$ cat config.mk
export PLATFORM = sky130hd
export DESIGN_NAME = fb_scheduler
export DESIGN_NICKNAME = d
export VERILOG_FILES = /design/src/rtl/fb_scheduler_pkg.sv /design/src/rtl/fb_addr_gen.sv /design/src/rtl/fb_scheduler.sv
export SDC_FILE = /design/constraint.sdc
export NUM_CORES = 1
export LEC_CHECK = 0
export ABC_AREA = 0
export BUFFER_PORTS_ARGS = -buffer_cell sky130_fd_sc_hd__buf_2
export CORE_MARGIN = 4
export CORE_UTILIZATION = 49
export CTS_CLUSTER_DIAMETER = 30
export DETAILED_ROUTE_END_ITERATION = 10
export MAX_ROUTING_LAYER = met4
export PLACE_DENSITY = 0.78
export REMOVE_ABC_BUFFERS = 1
export SKIP_LAST_GASP = 1
export SLEW_MARGIN = 20
export SYNTH_ARGS = -nofsm -noshare
export SYNTH_HDL_FRONTEND = slang
export SYNTH_SLANG_ARGS = --single-unit
export TNS_END_PERCENT = 100
$ cat constraint.sdc
create_clock -name clk -period 3.4 [get_ports clk]
set_clock_uncertainty 0.05 [all_clocks]
set_input_delay 0.51 -clock clk [delete_from_list [all_inputs] [get_ports clk]]
set_output_delay 0.51 -clock clk [all_outputs]
set_load 0.05 [all_outputs]
$ cat src/rtl/fb_scheduler_pkg.sv
// Shared definitions for the framebuffer scheduler: FSM state encoding and pixel colour width.
package fb_scheduler_pkg;

   localparam int RGB_W  = 3;
   localparam int DROP_W = 8;

   typedef enum logic [1:0] {
      S_DRAIN = 2'd0,
      S_CLEAR = 2'd1
   } state_e;

endpackage

$ cat src/rtl/fb_addr_gen.sv
// Maps an (x, y) coordinate to a linear framebuffer address (row-major, RESOLUTION_H pixels per row).
module fb_addr_gen #(
   parameter int RESOLUTION_H = 640,
   parameter int HPOS_WIDTH   = 10,
   parameter int VPOS_WIDTH   = 9,
   parameter int ADDR_WIDTH   = 19
) (
   input  logic [HPOS_WIDTH-1:0] x_i,
   input  logic [VPOS_WIDTH-1:0] y_i,
   output logic [ADDR_WIDTH-1:0] addr_o
);

   // Full-width operands so in-range coordinates never lose product bits.
   assign addr_o = ADDR_WIDTH'(y_i) * ADDR_WIDTH'(RESOLUTION_H) + ADDR_WIDTH'(x_i);

endmodule

$ cat src/rtl/fb_scheduler.sv
// Arbitrates a single-port framebuffer between video scan-out, brush FIFO draining and clear sweeps.
module fb_scheduler
   import fb_scheduler_pkg::*;
#(
   parameter int               RESOLUTION_H   = 640,
   parameter int               RESOLUTION_V   = 480,
   parameter int               HPOS_WIDTH     = 10,
   parameter int               VPOS_WIDTH     = 9,
   parameter int               ADDR_WIDTH     = $clog2(RESOLUTION_H*RESOLUTION_V),
   parameter logic [RGB_W-1:0] CLEAR_COLOR    = 3'b000,
   parameter bit               CLEAR_ON_RESET = 1'b1
) (
   input  logic                  clk,
   input  logic                  reset,
   input  logic                  display_on,
   input  logic [HPOS_WIDTH-1:0] hpos,
   input  logic [VPOS_WIDTH-1:0] vpos,
   input  logic                  fifo_empty,
   input  logic [HPOS_WIDTH-1:0] fifo_x,
   input  logic [VPOS_WIDTH-1:0] fifo_y,
   input  logic [RGB_W-1:0]      fifo_rgb,
   output logic                  fifo_pop,
   input  logic                  clear_req,
   output logic [ADDR_WIDTH-1:0] mem_addr,
   output logic                  mem_we,
   output logic [RGB_W-1:0]      mem_wdata,
   input  logic [RGB_W-1:0]      mem_rdata,
   output logic [RGB_W-1:0]      fb_rgb,
   output logic                  memenable,
   output logic                  clear_busy,
   output logic [DROP_W-1:0]     drop_cnt
);

   localparam logic [ADDR_WIDTH-1:0] LAST_ADDR = ADDR_WIDTH'(RESOLUTION_H*RESOLUTION_V - 1);
   localparam logic [HPOS_WIDTH:0]   H_LIMIT   = (HPOS_WIDTH+1)'(RESOLUTION_H);
   localparam logic [VPOS_WIDTH:0]   V_LIMIT   = (VPOS_WIDTH+1)'(RESOLUTION_V);
   localparam state_e                RESET_STATE = CLEAR_ON_RESET ? S_CLEAR : S_DRAIN;

   state_e                state_q, state_d;
   logic [ADDR_WIDTH-1:0] clearCnt_q, clearCnt_d;
   logic [DROP_W-1:0]     dropCnt_q, dropCnt_d;
   logic                  dispDly_q;
   logic [RGB_W-1:0]      fbRgb_q;

   logic [ADDR_WIDTH-1:0] videoAddr;
   logic [ADDR_WIDTH-1:0] fifoAddr;
   logic                  fifoInRange;
   logic                  popRaw;
   logic                  weRaw;

   fb_addr_gen #(
      .RESOLUTION_H (RESOLUTION_H),
      .HPOS_WIDTH   (HPOS_WIDTH),
      .VPOS_WIDTH   (VPOS_WIDTH),
      .ADDR_WIDTH   (ADDR_WIDTH)
   ) uVideoAddr (
      .x_i    (hpos),
      .y_i    (vpos),
      .addr_o (videoAddr)
   );

   fb_addr_gen #(
      .RESOLUTION_H (RESOLUTION_H),
      .HPOS_WIDTH   (HPOS_WIDTH),
      .VPOS_WIDTH   (VPOS_WIDTH),
      .ADDR_WIDTH   (ADDR_WIDTH)
   ) uFifoAddr (
      .x_i    (fifo_x),
      .y_i    (fifo_y),
      .addr_o (fifoAddr)
   );

   assign fifoInRange = ({1'b0, fifo_x} < H_LIMIT) && ({1'b0, fifo_y} < V_LIMIT);

   // Video owns the port whenever display_on is high; otherwise the FSM drains or sweeps.
   always_comb begin
      state_d    = state_q;
      clearCnt_d = clearCnt_q;
      dropCnt_d  = dropCnt_q;
      popRaw     = 1'b0;
      weRaw      = 1'b0;
      mem_addr   = videoAddr;
      mem_wdata  = '0;
      case (state_q)
         S_DRAIN: begin
            if (clear_req) begin
               state_d    = S_CLEAR;
               clearCnt_d = '0;
            end else if (!display_on && !fifo_empty) begin
               popRaw = 1'b1;
               if (fifoInRange) begin
                  weRaw     = 1'b1;
                  mem_addr  = fifoAddr;
                  mem_wdata = fifo_rgb;
               end else if (dropCnt_q != {DROP_W{1'b1}}) begin
                  dropCnt_d = dropCnt_q + DROP_W'(1);
               end
            end
         end
         S_CLEAR: begin
            if (!display_on) begin
               weRaw     = 1'b1;
               mem_addr  = clearCnt_q;
               mem_wdata = CLEAR_COLOR;
               if (clearCnt_q == LAST_ADDR) begin
                  state_d = S_DRAIN;
               end else begin
                  clearCnt_d = clearCnt_q + ADDR_WIDTH'(1);
               end
            end
         end
         default: state_d = S_DRAIN;
      endcase
   end

   // Strobes are gated by reset so nothing is popped or written while reset is low.
   assign fifo_pop = popRaw & reset;
   assign mem_we   = weRaw & reset;

   always_ff @(posedge clk or negedge reset) begin
      if (!reset) begin
         state_q    <= RESET_STATE;
         clearCnt_q <= '0;
         dropCnt_q  <= '0;
         dispDly_q  <= 1'b0;
         fbRgb_q    <= '0;
      end else begin
         state_q    <= state_d;
         clearCnt_q <= clearCnt_d;
         dropCnt_q  <= dropCnt_d;
         dispDly_q  <= display_on;
         fbRgb_q    <= dispDly_q ? mem_rdata : '0;
      end
   end

   assign fb_rgb     = fbRgb_q;
   assign drop_cnt   = dropCnt_q;
   assign clear_busy = (state_q == S_CLEAR);
   assign memenable  = ~clear_busy;

endmodule

==> impl_metrics.py, run 1 <==
metrics = {
    "global_routing": {
        "grt_max_degree": 20,
        "antenna_found_initial": 0,
        "grt_pass1_vias": 3476,
        "grt_pass1_wl_mm": 15.50,
        "grt_usage_pct": 25.36,
        "overflow": 0,
    },
    "route": {
        "drc": 0,
        "wl_mm": 10.36,
        "drtPass1Iterations": 5,
        "wire_per_inst_microns": 17.32,
        "routed_via_density": 5.933,
        "vias": 3548,
        "drtIter0Drc": 242,
        "antenna_left": 0,
    },
    "clock_network": {
        "cts_made_buffers": 5,
        "hold_buffers": 0,
        "cts_tree": "yes",
        "clock_latency_ns": 0.29,
        "htree_levels": 2,
        "cts.path.max_buffers": 2,
        "cts.clk_slew.worst_paths_ns": 0.07,
        "cts_root_buffer": "clkbuf_8",
        "cts.sinks": 32,
    },
    "die": {
        "start_util_pct": 50.44,
        "die_w_microns": 88.85,
        "die_h_microns": 88.85,
        "dieArea_sq_mm": 0.007894,
        "rows": 29,
        "core-area_sq_mm": 0.006350,
        "ios": 86,
    },
    "finish": {
        "final_common_cell": "buf_2",
        "finalNetCount": 609,
        "instances_no_fill": 598,
        "drive_gt1_share_pct": 40.31,
        "nFillCells": 466,
        "antenna_cells": 0,
        "layout_common_cells": "buf_2 (76), buf_4 (62), nor2_1 (40)",
        "syn_to_final_growth_pct": 43.36,
        "final_cell_area_sq_mm": 0.004592,
    },
    "placed_design": {
        "dp_cells": 583,
        "dp_hpwl_mm": 7.009,
        "port_buffers": 85,
        "place.gp.congestion": 0.8319,
        "placed_cell_area_sq_mm": 0.004089,
    },
    "outcome": {
        "violations": "setup timing",
        "status": "finished with violations",
    },
    "timing": {
        "worst_pin_slew_ns": 0.9073,
        "relSlewSlack_pct": 38.95,
        "hold_violations": 0,
        "worst_slack_ns": -0.3072,
        "layout_min_cycle_time_ns": 3.707,
        "slew_violations": 0,
        "rsz0062_at_grt": "yes",
        "max_freq_ghz": 0.2697,
        "setup-violations-final": 6,
        "finalCritPeriodShare_pct": 109.0,
    },
    "critical_path": {
        "cp_common_cell": "ha_4",
        "critPathMaxStageDelay_ns": 0.40,
        "cp.required_ns": 2.84,
        "cp.arrival_ns": 3.15,
        "slowest_stage": "or3_4",
        "worstPathCellList": "buf_8 > ha_4 > ha_4 > inv_2 > fa_2 > xor2_2 > or3_4 > nand4b_1 > nor3_2 > mux2i_1 > o22ai_2 > buf_6",
        "path_max_fanout": 3,
        "endpoint_kind": "output port",
        "cp-start-kind": "input port",
        "path_class": "in -> out",
    },
    "power": {
        "seqPwrFrac_pct": 27.6,
        "power_frac_comb_pct": 54.1,
        "pwr-share-clk_pct": 18.3,
        "powerDensity_mw_per_mm2": 359.7,
        "p_int_w": 0.0009760,
        "p_sw_w": 0.0006755,
        "p_leak_nw": 2.336,
        "ir_drop_uv": 262.3,
        "switching_share_pct": 40.90,
    },
    "yosys": {
        "ys_types": 57,
        "ys.flop_type": "dfrtp_1",
        "avgSynthCellArea_sq_um": 8.564,
        "synth_async_sr_flop_share_pct": 100.0,
        "synth_seq_cells": 32,
        "yosys_warnings": 0,
        "synth_edf_count": 0,
        "synth_area_sq_mm": 0.003203,
        "synth_cells": 374,
        "ys_seq_area_share_pct": 25.04,
    },
    "min_path": {
        "min_path_type": "in -> async",
    },
    "flow_run": {
        "drv_cap": 0,
    },
}
## cells by family (layout without fill, tap and decap cells)
kind of cell | count (synthesis) | after routing | synth area share [%]
simple gates | 155 | 155 | 25.98
compound gates | 68 | 68 | 13.95
fa+ha+maj | 40 | 40 | 16.56
xor+xnor | 50 | 50 | 13.67
flops | 32 | 32 | 25.04
buf+inv | 25 | 172 | 3.515
mux | 4 | 4 | 1.289
## routing by layer
metal,wire length (microns),vias up,track usage (%)
li1,-,1624,-
met1,4132,1665,30.66
met2,4942,199,42.11
met3,762,60,4.469
met4,518,0,9.341
met5,0,-,-
## synth_stat cells (3+ instances only)
cell      number  area [sq um]
and3_1         9         56.30
o221ai_1       3         26.28
clkbuf_1       5         18.77
nor4_1         3         18.77
nand3_1       16         80.08
a32oi_1        3         26.28
inv_1         17         63.81
fa_1           4         80.08
nor2_1        41         153.9
o21ai_0       17         85.08
dfrtp_1       31         775.7
xor2_1        29         254.0
ha_1          36         450.4
and2_1         9         56.30
a21oi_1       14         70.07
a21o_1         6         45.04
xnor2_1       21         183.9
a22oi_1        8         60.06
nor3_1         6         30.03
nand2b_1       6         37.54
nand2_1       32         120.1
or3_1          3         18.77
mux2i_1        3         30.03
nand4_1        7         43.79
nand4b_1       3         26.28
## worst max-delay path, delay by kind of cell
family,cells,cell delay (ns)
xor+xnor,1,0.18
fa+ha+maj,3,0.82
compound gates,1,0.12
mux,1,0.24
simple gates,3,0.94
buf+inv,3,0.33
## state kept, by name, summed over array words and instances, names as in the netlist
name	flops
state_q	1
clearCnt_q	19
dispDly_q	1
fb_rgb	3
drop_cnt	8
## through the flow
| step | utilization (%) | setup WS [ns] | hold WS [ns] | total power [W] | TNS, ns |
|---|---|---|---|---|---|
| final | 72.32 | -0.3072 | 0.1075 | 0.001652 | -1.082 |
| after global routing | 72.32 | -0.3939 | 0.1333 | 0.001744 | -1.497 |
| after CTS | 69.04 | -0.2048 | 0.1166 | 0.001553 | -0.4864 |
| after detailed placement | 64.39 | -0.5686 | 0.4212 | 0.001195 | -2.156 |
| after global placement | 64.39 | -0.4961 | 0.4065 | 0.001171 | -1.795 |
| after floorplan | - | -0.5492 | 0.1644 | 0.0009226 | -1.813 |
## area by class of cell
cell class / instances / area [sq um] / share of cell area, %
Timing Repair Buffer: 147 / 950.9 / 20.71
Inverter: 17 / 63.81 / 1.390
Sequential cell: 32 / 802.0 / 17.47
Tap cell: 77 / 96.34 / 2.098
Clock buffer: 8 / 90.09 / 1.962
Multi-Input combinational cell: 317 / 2589 / 56.38
## worst paths after layout
kind                         startpoint        endpoint  slack [ns]  cells after the start
max reg2reg                  state_q[0]  clearCnt_q[16]        0.63                      8
min in group clk           mem_rdata[1]       fb_rgb[1]        0.39                      2
min reg2reg                   dispDly_q       fb_rgb[0]        0.44                      1
max                             vpos[1]    mem_addr[17]       -0.31                     12
max in group asynchronous         reset   clearCnt_q[6]        2.62                      2
min                               reset  clearCnt_q[10]        0.11                      1
## power groups by stage
| stage | sequential [W] | combinational (W) | clock, W |
|---|---|---|---|
| after floorplan | 0.000459 | 0.000463 | 0 |
| after global placement | 0.000459 | 0.000712 | 0 |
| after detailed placement | 0.000462 | 0.000734 | 0 |
| after CTS | 0.000456 | 0.000795 | 0.000302 |
| after global routing | 0.000464 | 0.000958 | 0.000322 |
| final | 0.000455 | 0.000893 | 0.000303 |
## timing repair
action,4_1_cts,5_1_grt
gates resized for setup,41,33
endpoints found under the setup margin,6,7
pin swaps,21,15
setup buffers,4,5
Note: power is estimated with default switching activity, not from simulation.
==> run 2: changes to the inputs <==
- SETUP_SLACK_MARGIN: unset -> 0.05
==> run 2 against run 1 <==
The flow still finishes with violations (setup timing). Cell area up 1.5%. Core utilization up 1.1 points. Register-to-register slack gained 0.20 ns. Combinational power rose by 2%. Total power grew 1.0%. Critical endpoint is now mem_addr[15]. Largest cell class unchanged.
==> impl_metrics.py, run 2 (same netlist as run 1, synthesis figures left out) <==
metrics = {
    "critical_path": {
        "critPathMaxStageDelay_ns": 0.47,
        "path_max_fanout": 3,
        "worstPathCellList": "buf_8 > ha_4 > ha_4 > inv_2 > fa_2 > buf_6 > or3_4 > nand4b_1 > xnor2_2 > a21oi_1 > a211o_1 > buf_6",
        "cp.arrival_ns": 3.15,
        "cp.required_ns": 2.84,
        "endpoint_kind": "output port",
        "cp-start-kind": "input port",
        "path_class": "in -> out",
        "slowest_stage": "fa_2",
    },
    "timing": {
        "slew_violations": 0,
        "worst_slack_ns": -0.3131,
        "finalCritPeriodShare_pct": 109.2,
        "setup-violations-final": 6,
        "max_freq_ghz": 0.2693,
        "relSlewSlack_pct": 46.68,
        "layout_min_cycle_time_ns": 3.713,
        "rsz0062_at_grt": "yes",
        "worst_pin_slew_ns": 0.7925,
        "hold_violations": 0,
        "whs_ns": 0.1031,
    },
    "die": {
        "dieArea_sq_mm": 0.007894,
        "die_w_microns": 88.85,
        "start_util_pct": 50.44,
        "core-area_sq_mm": 0.006350,
        "rows": 29,
        "die_h_microns": 88.85,
        "ios": 86,
    },
    "global_routing": {
        "busiest_layer": "met2",
        "met3_usage_pct": 3.724,
        "grt_max_degree": 20,
        "met2_usage_pct": 43.52,
        "grt_pass1_vias": 3483,
        "overflow": 0,
        "met1_usage_pct": 31.98,
        "grt_pass1_wl_mm": 15.84,
        "antenna_found_initial": 0,
        "grt_usage_pct": 25.95,
    },
    "finish": {
        "layout_common_cells": "buf_2 (75), buf_4 (64), nor2_1 (39)",
        "antenna_cells": 0,
        "multi_input_area_sq_mm": 0.002621,
        "final_cell_area_sq_mm": 0.004661,
        "finalNetCount": 612,
        "syn_to_final_growth_pct": 45.51,
        "nFillCells": 447,
        "largest_reg_flops": 19,
        "drive_gt1_share_pct": 41.03,
        "regMostFlops": "clearCnt_q",
        "seq_area_sq_um": 802.0,
        "final_common_cell": "buf_2",
    },
    "power": {
        "powerDensity_mw_per_mm2": 357.9,
        "p_leak_nw": 2.361,
        "ir_drop_uv": 248.5,
    },
    "clock_network": {
        "cts_root_buffer": "clkbuf_8",
        "cts.clk_slew.worst_paths_ns": 0.07,
        "htree_levels": 2,
        "cts.path.max_buffers": 2,
        "cts.sinks": 32,
        "cts_made_buffers": 5,
        "clock_latency_ns": 0.29,
        "cts_tree": "yes",
    },
    "placed_design": {
        "port_buffers": 85,
        "placed_cell_area_sq_mm": 0.004089,
        "place.gp.congestion": 0.8319,
        "dp_hpwl_mm": 7.009,
    },
    "outcome": {
        "status": "finished with violations",
        "violations": "setup timing",
    },
    "route": {
        "vias": 3523,
        "antenna_left": 0,
        "drc": 0,
        "drtPass1Iterations": 7,
        "wire_per_inst_microns": 17.29,
        "routed_via_density": 5.862,
        "drtIter0Drc": 344,
        "wl_mm": 10.39,
    },
    "min_path": {
        "min_path_type": "in -> async",
    },
    "flow_run": {
        "drv_cap": 0,
    },
}
## run 2: path summary, 6_finish.rpt
kind / startpoint / depth (start not counted) / endpoint / slack (ns)
max: vpos[3] / 12 / mem_addr[15] / -0.31
min: reset / 1 / clearCnt_q[11] / 0.10
max reg2reg: state_q[0] / 8 / clearCnt_q[14] / 0.83
min reg2reg: dispDly_q / 1 / fb_rgb[0] / 0.44
max in group asynchronous: reset / 2 / clearCnt_q[6] / 2.61
min in group clk: mem_rdata[1] / 2 / fb_rgb[1] / 0.39
## run 2: area by class of cell
type | instances | share of cell area [%]
multi-input combinational | 317 | 56.24
timing repair buffer | 150 | 21.18
sequential | 32 | 17.21
tap | 77 | 2.067
clock buffer | 8 | 1.933
inverter | 17 | 1.369
## run 2: repair_timing
item	in CTS	in global routing
setup endpoints to repair	7	7
hold buffers	0	0
pin swaps	27	19
endpoints found under the hold margin	0	0
resized for setup	53	26
setup buffers	5	6
## run 2: metrics by stage
step                      cells  setup WS, ns  TNS [ns]  total power [W]  utilization [%]
after floorplan             366       -0.5492    -1.813        0.0009226                -
after global placement      583       -0.4961    -1.795         0.001171            64.39
after detailed placement    583       -0.5686    -2.156         0.001195            64.39
after CTS                   596       -0.1943   -0.4752         0.001575            70.27
after global routing        601       -0.3950    -1.521         0.001765            73.40
final                       601       -0.3131    -1.200         0.001668            73.40
## run 2: critical path: cells and delay by family
kind                       cells  cell delay [ns]
xor gates and xnor gates       1             0.27
buffers and inverters          4             0.45
adders and majority gates      3             0.88
AOI/OAI and AO/OA              2             0.42
and+or+nand+nor                2             0.62
## run 2: where the power goes
group / total [W] / leakage, nW / switching, W / internal [W]
Combinational: 0.000909 / 1.89 / 0.000503 / 0.000406
Sequential: 0.000456 / 0.427 / 0.0000425 / 0.000413
Clock: 0.000304 / 0.0455 / 0.000139 / 0.000165
## run 2: layer usage
metal / wire [microns] / vias up
met5: 0 / -
met4: 365 / 0
met3: 774 / 46
met2: 5186 / 186
met1: 4065 / 1660
li1: - / 1631
==> run 3: changes to the inputs <==
==> constraint.sdc (replaced) <==
create_clock -name clk -period 3.4 [get_ports clk]
set_clock_uncertainty 0.05 [all_clocks]
set_input_delay 0.17 -clock clk [delete_from_list [all_inputs] [get_ports clk]]
set_output_delay 0.17 -clock clk [all_outputs]
set_load 0.05 [all_outputs]
==> run 3 against run 2 <==
The run now ends clean. First-iteration DRC count down 60%. Worst setup slack improved by 0.46 ns. Die area unchanged. Global-route usage is 4.8 points lower. Cell area is 18% lower. Worst hold slack worse by 0.050 ns. Register-to-register slack better by 0.07 ns. Core utilization decreased by 13 points. Critical endpoint is now mem_addr[17]. Largest cell class unchanged. Highest routed layer unchanged.
==> impl_metrics.py, run 3 (same netlist as run 1, synthesis figures left out) <==
metrics = {
    "min_path": {
        "worstHoldStart": "mem_rdata[2]",
        "min_path_type": "in -> reg",
        "hold_depth": 2,
        "min_to": "fb_rgb[2]",
    },
    "timing": {
        "worst_slack_ns": 0.1481,
        "hold_violations": 0,
        "slew_violations": 0,
        "max_freq_ghz": 0.3075,
        "finalCritPeriodShare_pct": 95.64,
        "relSlewSlack_pct": 48.03,
        "whs_ns": 0.05329,
        "worst_pin_slew_ns": 0.7698,
        "fin_tns_setup_ns": 0,
        "setup-violations-final": 0,
        "layout_min_cycle_time_ns": 3.252,
        "rsz0062_at_grt": "yes",
    },
    "global_routing": {
        "overflow": 0,
        "met2_usage_pct": 32.73,
        "grt_pass1_vias": 2880,
        "antenna_found_initial": 0,
        "met3_usage_pct": 4.097,
        "met1_usage_pct": 28.33,
        "busiest_layer": "met2",
        "grt_pass1_wl_mm": 12.89,
        "grt_max_degree": 23,
        "grt_usage_pct": 21.20,
    },
    "finish": {
        "finalNetCount": 553,
        "final_common_cell": "buf_2",
        "largest_reg_flops": 19,
        "layout_common_cells": "buf_2 (84), nor2_1 (41), ha_1 (36)",
        "fin_util_pct": 60.39,
        "regMostFlops": "clearCnt_q",
        "syn_to_final_growth_pct": 19.73,
        "antenna_cells": 0,
        "drive_gt1_share_pct": 23.71,
    },
    "clock_network": {
        "cts_tree": "yes",
        "htree_levels": 2,
        "cts_root_buffer": "clkbuf_8",
        "cts.path.max_buffers": 2,
        "cts_made_buffers": 5,
        "cts.sinks": 32,
        "post_cts_buffers": 0,
        "clock_latency_ns": 0.28,
        "cts.clk_slew.worst_paths_ns": 0.06,
    },
    "critical_path": {
        "r2r_cells": 7,
        "worstPathCellList": "buf_2 > ha_1 > ha_1 > inv_1 > fa_1 > nand2b_1 > a21oi_1 > xor2_1 > nand4b_1 > nor3_1 > mux2i_1 > o22ai_1 > buf_2",
        "cp-start-kind": "input port",
        "path_max_fanout": 3,
        "critPathMaxStageDelay_ns": 0.39,
        "cp.arrival_ns": 3.03,
        "r2r-end": "clearCnt_q[18]",
        "endpoint_kind": "output port",
        "reg2reg_from": "state_q[0]",
        "rrSetupSlack_ns": 0.90,
        "cp.required_ns": 3.18,
        "path_buf_inv": 3,
        "path_class": "in -> out",
        "slowest_stage": "fa_1",
        "crit_family": "adder cells",
    },
    "placed_design": {
        "port_buffers": 85,
        "dp_hpwl_mm": 6.395,
        "place_ws_ns": -0.07491,
        "place.gp.congestion": 0.8595,
    },
    "die": {
        "ios": 86,
        "rows": 29,
        "dieArea_sq_mm": 0.007894,
        "die_w_microns": 88.85,
        "core-area_sq_mm": 0.006350,
        "die_h_microns": 88.85,
        "start_util_pct": 50.44,
    },
    "route": {
        "antenna_left": 0,
        "drtIter0Drc": 136,
        "vias": 3064,
        "drtPass1Iterations": 4,
        "drc": 0,
        "wl_mm": 7.935,
        "wire_per_inst_microns": 14.67,
        "routed_via_density": 5.664,
    },
    "power": {
        "pwr-share-clk_pct": 20.1,
        "ir_drop_uv": 266.3,
        "p_int_w": 0.0007928,
        "power_frac_comb_pct": 47.0,
        "seqPwrFrac_pct": 32.9,
        "powerDensity_mw_per_mm2": 359.2,
        "switching_share_pct": 42.45,
        "p_leak_nw": 1.989,
        "p_sw_w": 0.0005848,
    },
    "outcome": {
        "status": "finished, final reports clean",
    },
    "flow_run": {
        "drv_cap": 0,
    },
}
-- run 3: changes by cell type in the layout (fill, tap and decap cells not counted), moves of 4 or more --
cell / delta
ha_4: -10
buf_4: -58
xnor2_1: +5
buf_6: -9
ha_1: +11
buf_2: +9
xnor2_2: -4
-- run 3: power groups by stage --
stage / clock network, W / registers, W / logic (W)
2_1_floorplan: 0 / 0.000459 / 0.000463
3_3_place_gp: 0 / 0.000459 / 0.000622
3_5_place_dp: 0 / 0.000460 / 0.000632
4_1_cts: 0.000281 / 0.000454 / 0.000639
5_1_grt: 0.000301 / 0.000461 / 0.000707
6_report: 0.000277 / 0.000453 / 0.000648
-- run 3: layout make-up --
cell class | count | area (sq um)
Clock buffer | 6 | 72.57
Tap cell | 77 | 96.34
Timing Repair Buffer | 91 | 475.5
Multi-Input combinational cell | 317 | 2320
Clock inverter | 1 | 5.005
Inverter | 17 | 63.81
Fill cell | 566 | 2515
Sequential cell | 32 | 802.0
-- run 3: per-layer routing --
layer,part of all wire (%),vias to the layer above
li1,-,1520
met1,46,1455
met2,47,77
met3,5.5,12
met4,1.6,0
met5,0,-
-- run 3: through the flow --
| step | total power, W | cells | instance area (sq um) |
|---|---|---|---|
| global route | 0.001469 | 541 | 3835 |
| finish | 0.001378 | 541 | 3835 |
| detailed placement | 0.001093 | 533 | 3714 |
| CTS | 0.001373 | 541 | 3810 |
| global placement | 0.001081 | 533 | 3714 |
| floorplan | 0.0009226 | 366 | 3154 |
-- run 3: worst register-to-register path: stages, from the launching register on --
cell	delay, ns
dfstp_2	0.62
inv_1	0.09
nor2_1	0.38
o21ai_0	0.21
nor4_1	0.59
nand3_1	0.19
xor2_1	0.17
nor2_1	0.05
-- run 3: worst max-delay path by stage --
stage / from / to / slack [ns] / cells after the start
after floorplan: vpos[1] / mem_addr[16] / 0.13 / 11
after global routing: vpos[1] / mem_addr[17] / 0.04 / 13
final: vpos[1] / mem_addr[17] / 0.15 / 13
after detailed placement: vpos[1] / mem_addr[16] / -0.07 / 13
after global placement: vpos[1] / mem_addr[16] / 0.05 / 13
after CTS: vpos[1] / mem_addr[16] / 0.07 / 13
-- run 3: what timing repair did --
action | CTS | global route
setup endpoints to repair | 1 | 1
hold buffers | 1 | 0
pin swaps | 0 | 1
endpoints found under the hold margin | 18 | 0
resized for setup | 2 | 2
